**src/rtl/ps2_pkg.sv**
```systemverilog
// Shared constants, receiver state type and the set-2 scan-code lookup for the
// PS/2 ASCII reader.
package ps2_pkg;

  localparam logic [7:0] KEY_ENTER = 8'h0D;
  localparam logic [7:0] KEY_BACK  = 8'h08;
  localparam logic [7:0] KEY_ESC   = 8'h1B;
  localparam logic [7:0] KEY_UP    = 8'h1E;
  localparam logic [7:0] KEY_DOWN  = 8'h1F;
  localparam logic [7:0] KEY_LEFT  = 8'h1D;
  localparam logic [7:0] KEY_RIGHT = 8'h1C;

  localparam logic [7:0] SC_BREAK  = 8'hF0;
  localparam logic [7:0] SC_EXT    = 8'hE0;
  localparam logic [7:0] SC_LSHIFT = 8'h12;
  localparam logic [7:0] SC_RSHIFT = 8'h59;

  typedef enum logic [1:0] {IDLE, RECV, CHECK} rx_state_t;

  typedef struct packed {
    logic       hit;
    logic [7:0] code;
  } key_map_t;

  function automatic key_map_t lookup(input logic ext, input logic [7:0] sc,
                                      input logic shift);
    key_map_t   m;
    logic [7:0] letter;
    m      = '{hit: 1'b0, code: 8'h00};
    letter = 8'h00;
    if (ext) begin
      case (sc)
        8'h75:   m = '{hit: 1'b1, code: KEY_UP};
        8'h72:   m = '{hit: 1'b1, code: KEY_DOWN};
        8'h6B:   m = '{hit: 1'b1, code: KEY_LEFT};
        8'h74:   m = '{hit: 1'b1, code: KEY_RIGHT};
        8'h5A:   m = '{hit: 1'b1, code: KEY_ENTER};
        default: ;
      endcase
    end else begin
      case (sc)
        8'h1C: letter = "a";
        8'h32: letter = "b";
        8'h21: letter = "c";
        8'h23: letter = "d";
        8'h24: letter = "e";
        8'h2B: letter = "f";
        8'h34: letter = "g";
        8'h33: letter = "h";
        8'h43: letter = "i";
        8'h3B: letter = "j";
        8'h42: letter = "k";
        8'h4B: letter = "l";
        8'h3A: letter = "m";
        8'h31: letter = "n";
        8'h44: letter = "o";
        8'h4D: letter = "p";
        8'h15: letter = "q";
        8'h2D: letter = "r";
        8'h1B: letter = "s";
        8'h2C: letter = "t";
        8'h3C: letter = "u";
        8'h2A: letter = "v";
        8'h1D: letter = "w";
        8'h22: letter = "x";
        8'h35: letter = "y";
        8'h1A: letter = "z";
        8'h45: m = '{hit: 1'b1, code: "0"};
        8'h16: m = '{hit: 1'b1, code: "1"};
        8'h1E: m = '{hit: 1'b1, code: "2"};
        8'h26: m = '{hit: 1'b1, code: "3"};
        8'h25: m = '{hit: 1'b1, code: "4"};
        8'h2E: m = '{hit: 1'b1, code: "5"};
        8'h36: m = '{hit: 1'b1, code: "6"};
        8'h3D: m = '{hit: 1'b1, code: "7"};
        8'h3E: m = '{hit: 1'b1, code: "8"};
        8'h46: m = '{hit: 1'b1, code: "9"};
        8'h29: m = '{hit: 1'b1, code: 8'h20};
        8'h4E: m = '{hit: 1'b1, code: "-"};
        8'h5A: m = '{hit: 1'b1, code: KEY_ENTER};
        8'h66: m = '{hit: 1'b1, code: KEY_BACK};
        8'h76: m = '{hit: 1'b1, code: KEY_ESC};
        default: ;
      endcase
      if (letter != 8'h00) m = '{hit: 1'b1, code: shift ? letter - 8'h20 : letter};
    end
    return m;
  endfunction

endpackage

```
**src/rtl/ps2_frame_rx.sv**
```systemverilog
// PS/2 frame receiver: input synchronisers, falling-edge detect, 11-bit frame
// FSM with mid-frame timeout, parity/stop validation.
module ps2_frame_rx
  import ps2_pkg::*;
#(
  parameter int TIMEOUT_CYC = 50000,
  parameter int SYNC_STAGES = 2
) (
  input  logic       clk,
  input  logic       rst,
  input  logic       ps2_clk,
  input  logic       ps2_data,
  output logic [7:0] rx_byte,
  output logic       byte_valid,
  output logic       err
);

  localparam int CW = $clog2(TIMEOUT_CYC + 1);
  localparam logic [CW-1:0] TMO_LAST = CW'(TIMEOUT_CYC - 1);

  logic [SYNC_STAGES-1:0] clk_sync, data_sync;
  logic                   clk_prev;
  logic                   fall, din;

  rx_state_t     state, state_nxt;
  logic [3:0]    bitcnt, bitcnt_nxt;
  logic [9:0]    shreg, shreg_nxt;
  logic [CW-1:0] cnt, cnt_nxt;

  // Synchronisers reset to the idle-high line level so release of rst never
  // fabricates a falling edge.
  always_ff @(posedge clk or posedge rst) begin
    if (rst) begin
      clk_sync  <= '1;
      data_sync <= '1;
      clk_prev  <= 1'b1;
    end else begin
      // NOTE: non-blocking so every stage samples the pre-edge value of its neighbour.
      clk_sync  <= {clk_sync[SYNC_STAGES-2:0], ps2_clk};
      data_sync <= {data_sync[SYNC_STAGES-2:0], ps2_data};
      clk_prev  <= clk_sync[SYNC_STAGES-1];
    end
  end

  assign fall = clk_prev & ~clk_sync[SYNC_STAGES-1];
  assign din  = data_sync[SYNC_STAGES-1];

  always_ff @(posedge clk or posedge rst) begin
    if (rst) begin
      state  <= IDLE;
      bitcnt <= '0;
      shreg  <= '0;
      cnt    <= '0;
    end else begin
      state  <= state_nxt;
      bitcnt <= bitcnt_nxt;
      shreg  <= shreg_nxt;
      cnt    <= cnt_nxt;
    end
  end

  always_comb begin
    // NOTE: every output gets a default first, so no path can infer a latch.
    state_nxt  = state;
    bitcnt_nxt = bitcnt;
    shreg_nxt  = shreg;
    cnt_nxt    = cnt;
    byte_valid = 1'b0;
    err        = 1'b0;
    case (state)
      IDLE: begin
        cnt_nxt = '0;
        if (fall && !din) begin
          state_nxt  = RECV;
          bitcnt_nxt = 4'd1;
        end
      end
      RECV: begin
        if (fall) begin
          shreg_nxt  = {din, shreg[9:1]};
          bitcnt_nxt = bitcnt + 4'd1;
          cnt_nxt    = '0;
          if (bitcnt == 4'd10) state_nxt = CHECK;
        end else if (cnt == TMO_LAST) begin
          err       = 1'b1;
          state_nxt = IDLE;
        end else begin
          cnt_nxt = cnt + 1'b1;
        end
      end
      CHECK: begin
        // shreg holds {stop, parity, d7..d0}; odd parity over d0..d7 + parity
        state_nxt = IDLE;
        if ((^shreg[8:0]) && shreg[9]) byte_valid = 1'b1;
        else                           err        = 1'b1;
      end
      default: state_nxt = IDLE;
    endcase
  end

  assign rx_byte = shreg[7:0];

endmodule

```
**src/rtl/ps2_ascii_reader.sv**
```systemverilog
// PS/2 set-2 keyboard reader: frame receiver plus make/break/E0/shift decoder.
// Define PS2_TYPEMATIC_FILTER_EN to suppress typematic repeats of a held key.
module ps2_ascii_reader
  import ps2_pkg::*;
#(
  parameter int TIMEOUT_CYC = 50000,
  parameter int SYNC_STAGES = 2
) (
  input  logic       clk,
  input  logic       rst,
  input  logic       ps2_clk,
  input  logic       ps2_data,
  output logic [7:0] ascii,
  output logic       key_break,
  output logic       ready,
  output logic       frame_err
);

  logic [7:0] rx_byte;
  logic       byte_valid, rx_err;
  logic       ext, brk, shift;
  logic       is_shift, repeat_make;
  key_map_t   hit_map;

  ps2_frame_rx #(
    .TIMEOUT_CYC(TIMEOUT_CYC),
    .SYNC_STAGES(SYNC_STAGES)
  ) u_rx (
    .clk       (clk),
    .rst       (rst),
    .ps2_clk   (ps2_clk),
    .ps2_data  (ps2_data),
    .rx_byte   (rx_byte),
    .byte_valid(byte_valid),
    .err       (rx_err)
  );

  assign hit_map  = lookup(ext, rx_byte, shift);
  assign is_shift = !ext && (rx_byte == SC_LSHIFT || rx_byte == SC_RSHIFT);

`ifdef PS2_TYPEMATIC_FILTER_EN
  logic       mem_valid;
  logic [8:0] mem_key;

  assign repeat_make = !brk && mem_valid && (mem_key == {ext, rx_byte});

  // Remembers the last reported make; only that key's break forgets it.
  always_ff @(posedge clk or posedge rst) begin
    if (rst) begin
      mem_valid <= 1'b0;
      mem_key   <= '0;
    end else if (byte_valid && rx_byte != SC_BREAK && rx_byte != SC_EXT &&
                 !is_shift && hit_map.hit) begin
      if (!brk) begin
        mem_valid <= 1'b1;
        mem_key   <= {ext, rx_byte};
      end else if (mem_key == {ext, rx_byte}) begin
        mem_valid <= 1'b0;
      end
    end
  end
`else
  assign repeat_make = 1'b0;
`endif

  always_ff @(posedge clk or posedge rst) begin
    if (rst) begin
      ascii     <= 8'h00;
      key_break <= 1'b0;
      ready     <= 1'b0;
      frame_err <= 1'b0;
      ext       <= 1'b0;
      brk       <= 1'b0;
      shift     <= 1'b0;
    end else begin
      ready     <= 1'b0;
      frame_err <= rx_err;
      if (rx_err) begin
        // A lost byte may have been a prefix; drop pending E0/F0, keep shift.
        ext <= 1'b0;
        brk <= 1'b0;
      end else if (byte_valid) begin
        if (rx_byte == SC_BREAK) begin
          brk <= 1'b1;
        end else if (rx_byte == SC_EXT) begin
          ext <= 1'b1;
        end else begin
          if (is_shift) begin
            shift <= !brk;
          end else if (hit_map.hit && !repeat_make) begin
            ascii     <= hit_map.code;
            key_break <= brk;
            ready     <= 1'b1;
          end
          ext <= 1'b0;
          brk <= 1'b0;
        end
      end
    end
  end

endmodule

```
**config.mk**
```make
export PLATFORM = sky130hd
export DESIGN_NAME = ps2_ascii_reader
export DESIGN_NICKNAME = d
export VERILOG_FILES = /design/src/rtl/ps2_pkg.sv /design/src/rtl/ps2_frame_rx.sv /design/src/rtl/ps2_ascii_reader.sv
export SDC_FILE = /design/constraint.sdc
export NUM_CORES = 1
export LEC_CHECK = 0
export CELL_PAD_IN_SITES_DETAIL_PLACEMENT = 1
export CELL_PAD_IN_SITES_GLOBAL_PLACEMENT = 1
export CORE_ASPECT_RATIO = 0.75
export CORE_UTILIZATION = 47
export CTS_CLUSTER_SIZE = 25
export DETAILED_ROUTE_END_ITERATION = 16
export GPL_ROUTABILITY_DRIVEN = 1
export GPL_TIMING_DRIVEN = 0
export PLACE_DENSITY = 0.88
export SYNTH_ARGS = -nofsm -noshare
export SYNTH_HDL_FRONTEND = slang
export SYNTH_SLANG_ARGS = --single-unit
```
**constraint.sdc**
```tcl
create_clock -name clk -period 3.35 [get_ports clk]
set_input_delay 0.335 -clock clk [delete_from_list [all_inputs] [get_ports clk]]
set_output_delay 0.335 -clock clk [all_outputs]
set_load 0.02 [all_outputs]
```
# ---- Yosys cells after proc, flatten, opt, wreduce, memory -nomap -nowiden
# Index checks and enable logic that the tools add are counted.
dict set report totals {
  mem_bits_rw 0
  out_inout_bits 11
  input_bits 4
  romBits 0
  ff_bits 51
  memories 0
  word_cells 141
  latchBits 0
}
dict set report op_classes {
  mux 38
  order_cmp 0
  eq_ne 60
  addsub 3
  multipliers 0
  bitwise 6
  reduce_logical 20
  n_div 0
  n_shift 0
}
# operator n
set op_table {}
lappend op_table {{equality test 8 x 6 -> 1 bit (second input constant)} 23}
lappend op_table {{case mux 7 bit (26 select lines)} 1}
lappend op_table {{case mux 9 bit (15 select lines)} 1}
lappend op_table {{equality test 8 x 7 -> 1 bit (second input constant)} 16}
lappend op_table {{equality test 8 x 5 -> 1 bit (second input constant)} 8}
lappend op_table {{case mux 9 bit (5 select lines)} 1}
lappend op_table {{two-way mux 16 bit} 2}
lappend op_table {{case mux 16 bit (2 select lines)} 1}
lappend op_table {{two-way mux 1 bit} 19}
lappend op_table {{two-way mux 9 bit} 2}
lappend op_table {{adder 16 x 1 -> 16 bit (second input constant)} 1}
lappend op_table {{equality test 16 bit (second input constant)} 1}
lappend op_table {{equality test 8 bit (second input constant)} 2}
lappend op_table {{two-way mux 8 bit} 2}
lappend op_table {{XOR reduction 9 bit} 1}
lappend op_table {{two-way mux 2 bit} 4}
lappend op_table {{two-way mux 4 bit} 2}
lappend op_table {{case mux 4 bit (2 select lines)} 1}
lappend op_table {{AND reduction 2 bit} 4}
lappend op_table {{nonzero test 8 bit} 1}
lappend op_table {{subtractor 8 x 6 -> 8 bit (second input constant)} 1}
lappend op_table {{inequality test 3 bit (second input constant)} 2}
lappend op_table {{AND reduction 3 bit} 2}
lappend op_table {{AND reduction 6 bit} 1}
lappend op_table {{other kinds (18)} 28}

# ---- Logic depth before layout (Yosys ltp)
# Gate-level depths: netlist of the first run.
dict set report depth {
  word_depth 13
  ltp_mapped 10
  depth_no_buf 9
}

# ---- By module
# Synthesis of the first run repeated with hierarchy kept, for this count alone.
dict set report hier_totals {
  hier_cells 375
  hier_area_um2 3649.8
}
# mod area_each_um2 instances cells_per_inst seq_area_each_um2
set modules_own_cells {}
lappend modules_own_cells {ps2_frame_rx 1914.3 1 171 932.1}
lappend modules_own_cells {ps2_ascii_reader 1735.4 1 204 350.3}

# ---- Worst setup path after synthesis of the first run
# No wires, ideal clock.
dict set report synth_path {
  path_type {register to register}
  from {register u_rx.shreg[4]}
  to {register ascii[5]}
  setup_ns 0.122
  synth_period_minus_slack_ns 2.955
  t_required_ns 3.228
  path_stages_with_launch 10
  n_path_buf 1
  setup_slack_ns 0.395
  arrival_time_ns 2.833
  path_cell_list {dfrtp_1 ha_1 buf_6 a22o_1 and3_1 or4_4 nor3_1 ha_1 or2_2 a32o_1}
}
dict set report synth_between {
  elab_chain_cells 7
  elab_cells_between_ends 71
  cone_classes {add/sub (1); eq/ne (49); mux (11); bitwise (4); reduce/logical (6)}
}
# item line_no
set synth_rtl {}
lappend synth_rtl {{start: declaration} ps2_frame_rx.sv:27} ;# logic [9:0] shreg, shreg_nxt;
lappend synth_rtl {{start signal: assignment} ps2_frame_rx.sv:57} ;# shreg <= shreg_nxt;
lappend synth_rtl {{equality test 8 x 5 -> 1 bit, or another cell as far along} ps2_pkg.sv:41} ;# case (sc)
lappend synth_rtl {{case mux 7 bit (26 select lines)} ps2_pkg.sv:41}
lappend synth_rtl {{two-way mux 8 bit} ps2_pkg.sv:31} ;# if (ext) begin
lappend synth_rtl {{subtractor 8 x 6 -> 8 bit / nonzero test 8 bit (equally long branches)} ps2_pkg.sv:85} ;# if (letter != 8'h00) m = '{hit: 1'b1, code: shift ? letter - 8'h20 : letter};
lappend synth_rtl {{two-way mux 8 bit / two-way mux 9 bit (equally long branches)} ps2_pkg.sv:85}
lappend synth_rtl {{two-way mux 9 bit, on equally long branches} {ps2_pkg.sv:85, ps2_pkg.sv:31}}
lappend synth_rtl {{two-way mux 9 bit / AND reduction 6 bit (equally long branches)} --}
lappend synth_rtl {{end signal: assignment} ps2_ascii_reader.sv:91} ;# ascii <= hit_map.code;
lappend synth_rtl {{end: declaration} ps2_ascii_reader.sv:13} ;# output logic [7:0] ascii,
# Parallel ways exist; a longest one is shown, timed or not. The select of a mux whose other input is x is not followed.
# A chain may end at the register's enable or synchronous reset.

# ---- Worst setup path after layout of the first run
dict set report layout_path {
  from {register u_rx.shreg[0]}
  to {register ascii[5]}
}
# Same word-level chain as after synthesis.

==> metrics.md, run 1 <==
| Metric | Value |
|---|---|
| Initial antenna violation count | `0` |
| First drt pass iteration count | `4` |
| H-tree levels | `2` |
| CTS tree | `done` |
| DR WL/cell | `approximately 19 µm` |
| CP required | `around 3.6 ns` |
| DP HPWL | `just over 7000 µm` |
| Routability cong. | `0.933` |
| Sequential Area | `1280 µm²` |
| Ant diodes | `0` |
| First-pass GRT wire length | `between 15000 and 20000 µm` |
| Core Footprint | `between 6000 and 7000 µm²` |
| Post-Layout Cell Count | `about 500` |
| Synth Area per Inst | `roughly 9 µm²` |
| Distinct cell type count after synthesis | `60` |
| Fin nets | `around 430` |
| Sequential fraction of the synthesis area | `~38%` |
| Setup repair after global routing missed its margin | `no` |
| Crit path kind | `reg -> reg` |
| Die ar. | `between 7000 and 8000 µm²` |
| Initial Util | `just under 50%` |
| Post-CTS Setup Bufs | `0` |
| Final hold vios | `0` |
| Via density | `about 6` |
| Part of the power in combinational logic | `~52%` |
| Syn nets | `411` |
| Net Sw Power | `roughly 1.2 mW` |
| Area of the multi-input gates | `around 1900 µm²` |
| Internal cell power | `1.30 mW` |
| Hold crit path type | `in -> async` |
| Final period util | `95.1%` |
| Ys async rst share | `100%` |
| Max-Cap Viols | `0` |
| Peak VDD IR | `0.000358 V` |
| Reg power frac | `between 30% and 40%` |
| Worst Path Arrival | `approximately 3.4 ns` |
| EDFF count, synth | `0` |
| Crit path time final | `roughly 3.2 ns` |
| Area grow syn2layout | `11.6%` |
| GRT overflow | `0` |
| Clock skew | `between 0.015 and 0.02 ns` |
| Via count | `just over 3000` |
| Pwr per Cell Area | `about 670 nW/µm²` |
| I/O pin total | `15` |
| Startpoint Class | `flip-flop` |
| Antenna Nets Post-Route | `0` |
| Pin count of the biggest net entering global routing | `40` |
| Total clock sinks | `51` |
| Share of post-route cells with drive strength above 1 | `a little under a tenth` |
| Switch share | `roughly 49%` |
| Crit path capture type | `flip-flop` |
| Ys Warns | `0` |
| Die height | `around 76 µm` |
| Max-slew violation count | `0` |
| Crit Path Max Fanout | `9` |
| Clk pin slew, worst setup/hold paths | `around 0.10 ns` |
| Leak pwr | `roughly 1.6 nW` |
| Drt initial violations | `225` |
| Fillers | `approximately 840` |
| Vias in the first global route | `3000` |
| Status | `completed` |
| Tot GR Track Use | `roughly 27%` |
| Cts bufs inserted | `5` |
| Clock root buffer | `clkbuf_8` |
| Post-Route WL | `around 9600 µm` |
| # rows | `26` |
| IO Port Bufs | `14` |
| Clock power frac | `approximately 15%` |
| Placed Cells | `a little under 500` |
| Die extent in x | `around 100 µm` |
| Worst slew margin | `49.4%` |
| Final core utilization | `a little over half` |
| Count of state elements after synthesis | `slightly above 50` |
| Dominant synthesized flop cell | `dfrtp_1` |
| Clk_lat worst skew | `roughly 0.32 ns` |
| # DRC | `0` |
| FMAX | `about 310 MHz` |
| Synthesized cell area | `3390 µm²` |
| Syn Inst Count | `about 380` |
| Final setup fails | `0` |
| CTS max path bufs | `2` |
| Worst-margin pin slew | `around 0.74 ns` |
[final timing paths]
path | from | endpoint | slack, ns | depth (start not counted)
worst max-delay path | u_rx.shreg[0] | ascii[5] | 0.16 | 10
worst min-delay path | rst | u_rx.shreg[0] | 0.27 | 2
worst max register to register | u_rx.shreg[0] | ascii[5] | 0.16 | 10
worst min register to register | u_rx.clk_sync[0] | u_rx.clk_sync[1] | 0.35 | 0
max in group asynchronous | rst | u_rx.clk_sync[0] | 2.52 | 3
min in group clk | u_rx.clk_sync[0] | u_rx.clk_sync[1] | 0.35 | 0
[timing repair]
action / CTS / global route
endpoints found under the setup margin: 2 / 2
hold buffers: 0 / 0
resized for setup: 1 / 2
[power groups by stage]
stage          Sequential [mW]  Combinational (mW)  Clock [mW]
3_5_place_dp             0.844                1.28           0
4_1_cts                  0.835                1.29       0.395
2_1_floorplan            0.813               0.915           0
3_3_place_gp             0.834                1.19           0
6_report                 0.836                1.32       0.390
5_1_grt                  0.853                1.44       0.421
[stage by stage]
step	hold WS [ns]	cell area [µm²]	worst slack [ns]	power [mW]	setup TNS, ns
5_1_grt	0.302	3780	0.0135	2.71	0
2_1_floorplan	0.339	3390	0.395	1.73	0
4_1_cts	0.289	3770	0.106	2.52	0
6_report	0.270	3780	0.164	2.55	0
3_3_place_gp	0.346	3650	0.0355	2.02	0
3_5_place_dp	0.351	3670	-0.103	2.12	-0.141
[cell usage after synthesis, drive strengths merged, types with 4 or more instances]
cell / count / area (µm²)
inv: 20 / 75.1
clkbuf: 16 / 60.1
nor3: 14 / 70.1
nand3: 15 / 75.1
a22oi: 8 / 60.1
ha: 23 / 288
nor2: 27 / 101
a21oi: 17 / 85.1
mux2: 11 / 124
buf: 7 / 37.5
dfrtp: 46 / 1150
nand2: 47 / 176
xnor2: 7 / 61.3
dfstp: 5 / 131
o21ai: 33 / 176
xor2: 7 / 61.3
and3: 7 / 43.8
nand4: 7 / 43.8
o22ai: 4 / 25.0
[logic make-up after synthesis]
logic type	count (synthesis)	synth area share, %
buffers and inverters	43	5.10
AOI/OAI and AO/OA	95	18.8
and+or+nand+nor	144	21.2
DFF	51	37.9
adders and majority gates	23	8.49
muxes	13	4.25
xor gates and xnor gates	15	4.28
[sequential cells by signal (all words and copies together) (netlist names)]
name and count:
ascii 8, u_rx.shreg 10, ext 1, frame_err 1, shift 1, u_rx.bitcnt 4
u_rx.clk_prev 1, u_rx.state 2, u_rx.data_sync 2, brk 1, u_rx.cnt 16, u_rx.clk_sync 2
ready 1, key_break 1
[worst max-delay path: stages (launching register included)]
cell and delay [ns]:
dfrtp_1 0.41, inv_1 0.08, ha_1 0.20, buf_2 0.18, a22oi_1 0.36, a211oi_1 0.17
or4_4 0.56, nor3_4 0.29, ha_1 0.29, or2_2 0.29, a32o_1 0.24
[per-layer routing]
metal  part of all wire [%]  track usage, %  vias up
met5                      0               0        -
met4                   0.63            5.80        0
met3                    6.1            4.50        7
met2                     46            44.2       89
met1                     48            37.7     1556
li1                       -               -     1425
[cell usage in the layout (no fill, tap or decap), types with 3 or more instances in the layout]
cell              n
nand2_1          47
dfrtp_1          46
o21ai_0          31
nor2_1           27
ha_1             23
inv_1            19
a21oi_1          17
clkbuf_1         16
nand3_1          15
clkdlybuf4s50_1  14
nor3_1           13
mux2_2           11
a22oi_1           8
and3_1            7
nand4_1           7
xor2_1            7
xnor2_1           7
clkbuf_8          5
dfstp_2           5
o22ai_1           4
nand3b_1          3
buf_2             3
buf_1             3
a22o_1            3
o221ai_1          3
nor2b_1           3
and2_1            3
a31oi_1           3
a32o_1            3
[layout make-up]
cell class,instances,area share (%)
Multi-Input combinational cell,290,51.4
Sequential cell,51,33.9
Timing Repair Buffer,15,4.24
Tap cell,98,3.24
Buffer,23,2.58
Inverter,20,1.99
Clock buffer,5,1.82
Clock inverter,3,0.761
Power figures use the tool's default switching activity.
==> inputs of run 2 (changes only) <==
==> constraint.sdc (replaced) <==
create_clock -name clk -period 3.35 [get_ports clk]
set_input_delay 0.335 -clock clk [delete_from_list [all_inputs] [get_ports clk]]
set_output_delay 0.335 -clock clk [all_outputs]
set_load 0.05 [all_outputs]
==> results of run 2 <==
Same layout as run 1 (identical final DEF). Status: completed.
==> inputs of run 3 (changes only) <==
--- a/config.mk
+++ b/config.mk
@@ -14,6 +14,7 @@
 export GPL_ROUTABILITY_DRIVEN = 1
 export GPL_TIMING_DRIVEN = 0
 export PLACE_DENSITY = 0.88
+export REMOVE_ABC_BUFFERS = 1
 export SYNTH_ARGS = -nofsm -noshare
 export SYNTH_HDL_FRONTEND = slang
 export SYNTH_SLANG_ARGS = --single-unit
==> run 3 against run 2 <==
Net effect: final cell count decreased by 4.6%; worst setup slack got worse by 0.014 ns; hold slack got worse by 0.024 ns; clock-buffer cell count unchanged; clock skew decreased by 0.0071 ns; sequential power increased by 0.6%; combinational power decreased by 4%; power increased by 1.0%; largest cell class unchanged.
==> metrics.md, run 3 (synthesis results as in run 1) <==
| Metric | Value |
|---|---|
| IO Port Bufs | `14 (unchanged)` |
| Share of post-route cells with drive strength above 1 | `9.38% (-0.21 points)` |
| Commonest non-fill, non-tap cell in the layout | `nand2_1` |
| Largest Register | `u_rx.cnt` |
| # rows | `26 (unchanged)` |
| I/O pin total | `15 (unchanged)` |
| Status | `completed` |
| Via density | `6.26 (+2.8%)` |
| Pwr per Cell Area | `between 600 and 700 nW/µm²` |
| Die height | `75.5 µm (unchanged)` |
| Post-Layout Cell Count | `482 (-4.6%)` |
| Fin nets | `410 (-5.3%)` |
| Hold Buf Count CTS | `0 (unchanged)` |
| Total clock sinks | `51 (unchanged)` |
| DP HPWL | `6750 µm (-4.9%)` |
| CP bufs+invs | `1 (-1)` |
| Crit path capture type | `flip-flop` |
| Setup TNS Final | `0 ns (unchanged)` |
| Peak VDD IR | `0.000407 V` |
| Post-CTS Setup Bufs | `0 (unchanged)` |
| Clk_lat worst skew | `0.33 ns (about the same)` |
| GRT overflow | `0 (unchanged)` |
| Crit path time final | `3.20 ns (+0.0137 ns)` |
| RR Startpoint | `u_rx.shreg[3]` |
| First-pass GRT wire length | `15500 µm (about the same)` |
| Antenna Nets Post-Route | `0 (unchanged)` |
| R2R cell count | `9 (-1)` |
| Tot GR Track Use | `26.7% (-0.11 points)` |
| Slowest stage delay, CP | `0.55 ns (about the same)` |
| H-tree levels | `2 (unchanged)` |
| Setup repair after global routing missed its margin | `no` |
| Hold crit path type | `in -> async` |
| FMAX | `313 MHz (-0.43%)` |
| Hold_ws | `0.246 ns (-0.0239 ns)` |
| Worst slew margin | `39.8% (-9.6 points)` |
| Crit Path Max Fanout | `15 (+6)` |
| Die ar. | `7560 µm² (unchanged)` |
| Critical path's most frequent cell | `ha_1` |
| Worst path slowest cell | `or4_4` |
| Largest regs | `u_rx.cnt x16, u_rx.shreg x10, ascii x8` |
| Post-Route WL | `9620 µm (+0.50%)` |
| Crit path kind | `reg -> reg` |
| Clk pin slew, worst setup/hold paths | `0.10 ns (about the same)` |
| Area grow syn2layout | `9.27%` |
| Worst-margin pin slew | `0.893 ns (+0.153 ns)` |
| CP required | `3.57 ns (+0.02 ns)` |
| CTS max path bufs | `2 (unchanged)` |
| Final period util | `95.5% (+0.41 points)` |
| Core Footprint | `6900 µm² (unchanged)` |
| Routability cong. | `0.919 (-1.6%)` |
| Clock skew | `0.00838 ns (-0.00706 ns)` |
| Initial antenna violation count | `0 (unchanged)` |
| Die extent in x | `100 µm (unchanged)` |
| Most frequent cells in the layout | `nand2_1, dfrtp_1, o21ai_0` |
| Pin count of the biggest net entering global routing | `42 (+5.0%)` |
| Crit-path leading delay family | `simple AND/OR/NAND/NOR gates` |
| CTS tree | `done` |
| Leak pwr | `1.53 nW (-2.4%)` |
| Max-Cap Viols | `0 (unchanged)` |
| First drt pass iteration count | `4 (unchanged)` |
| CP cell instances | `inv_1, ha_1, a22oi_1, a211oi_1, or4_4, nor3_4, ha_1, or2_2, a32o_1` |
| Max FFs per register | `16 (unchanged)` |
| Ant diodes | `0 (unchanged)` |
| Startpoint Class | `flip-flop` |
| # DRC | `0 (unchanged)` |
| Initial Util | `49.1% (unchanged)` |
| Worst Path Arrival | `3.42 ns (+0.03 ns)` |
| Placed Cells | `474 (-4.6%)` |
| DR WL/cell | `20.0 µm (+5.3%)` |
| Clock root buffer | `clkbuf_8` |
| Final setup fails | `0 (unchanged)` |
| Via count | `3018 (-1.9%)` |
| Max-slew violation count | `0 (unchanged)` |
| Worst reg2reg setup slack | `0.15 ns (about the same)` |
| Final hold vios | `0 (unchanged)` |
| Drt initial violations | `160 (-29%)` |
| Vias in the first global route | `3061 (+2.0%)` |
| Reg2reg end | `ascii[5]` |
| Cts bufs inserted | `5 (unchanged)` |
[run 3: cell count changes in the layout (fill, tap and decap cells not counted), sizes merged]
cell      before  now
buf            8    1
bufinv         0    1
clkbuf        21    5
clkinv         2    0
clkinvlp       0    1
[run 3: report_power, final]
group	leakage [nW]	internal, mW	switching [mW]
logic	0.805	0.403	0.865
clock network	0.0548	0.226	0.241
registers	0.671	0.721	0.120
total	1.53	1.35	1.23
[run 3: worst max-delay path by stage]
stage,start,to,slack [ns],cells past startpoint
after floorplan,u_rx.shreg[0],ascii[5],0.25,9
after global placement,u_rx.shreg[0],ascii[5],-0.07,9
after detailed placement,u_rx.shreg[0],ascii[5],-0.19,9
after CTS,u_rx.shreg[0],ascii[5],0.01,9
after global routing,u_rx.shreg[3],ascii[5],0.01,9
final,u_rx.shreg[3],ascii[5],0.15,9
[run 3: timing repair]
| item | 4_1_cts | 5_1_grt |
|---|---|---|
| gates resized for setup | 1 | 3 |
| cloned | 0 | 0 |
| setup endpoints to repair | 2 | 2 |
| endpoints found under the hold margin | 0 | 0 |
[run 3: worst register-to-register path: stages, from the launching register on]
cell and delay (ns):
dfrtp_1 0.41, inv_1 0.09, ha_1 0.39, a22oi_1 0.36, a211oi_1 0.16, or4_4 0.55, nor3_4 0.30, ha_1 0.29
or2_2 0.29, a32o_1 0.24
[run 3: routing by layer]
metal,track usage [%],vias up,routed length [µm]
li1,-,1379,-
met1,33.9,1516,4390
met2,45.4,98,4560
met3,5.14,25,437
met4,11.6,0,234
met5,0,-,0
[run 3: through the flow]
stage | area, µm² | setup slack, ns | util (%) | total power, mW
floorplan | 3290 | 0.245 | - | 1.70
global placement | 3550 | -0.0691 | 51.5 | 1.97
detailed placement | 3570 | -0.189 | 51.8 | 2.07
CTS | 3690 | 0.0128 | 53.6 | 2.54
global route | 3700 | 0.0139 | 53.7 | 2.71
finish | 3700 | 0.150 | 53.7 | 2.58
[run 3: cell type report]
| class | instances | area, µm² |
|---|---|---|
| Fill cell | 825 | 3190 |
| Multi-Input combinational cell | 290 | 1950 |
| Sequential cell | 51 | 1280 |
| Timing Repair Buffer | 15 | 160 |
| Tap cell | 98 | 123 |
| Inverter | 20 | 75.1 |
| Clock buffer | 5 | 68.8 |
| Clock inverter | 3 | 46.3 |
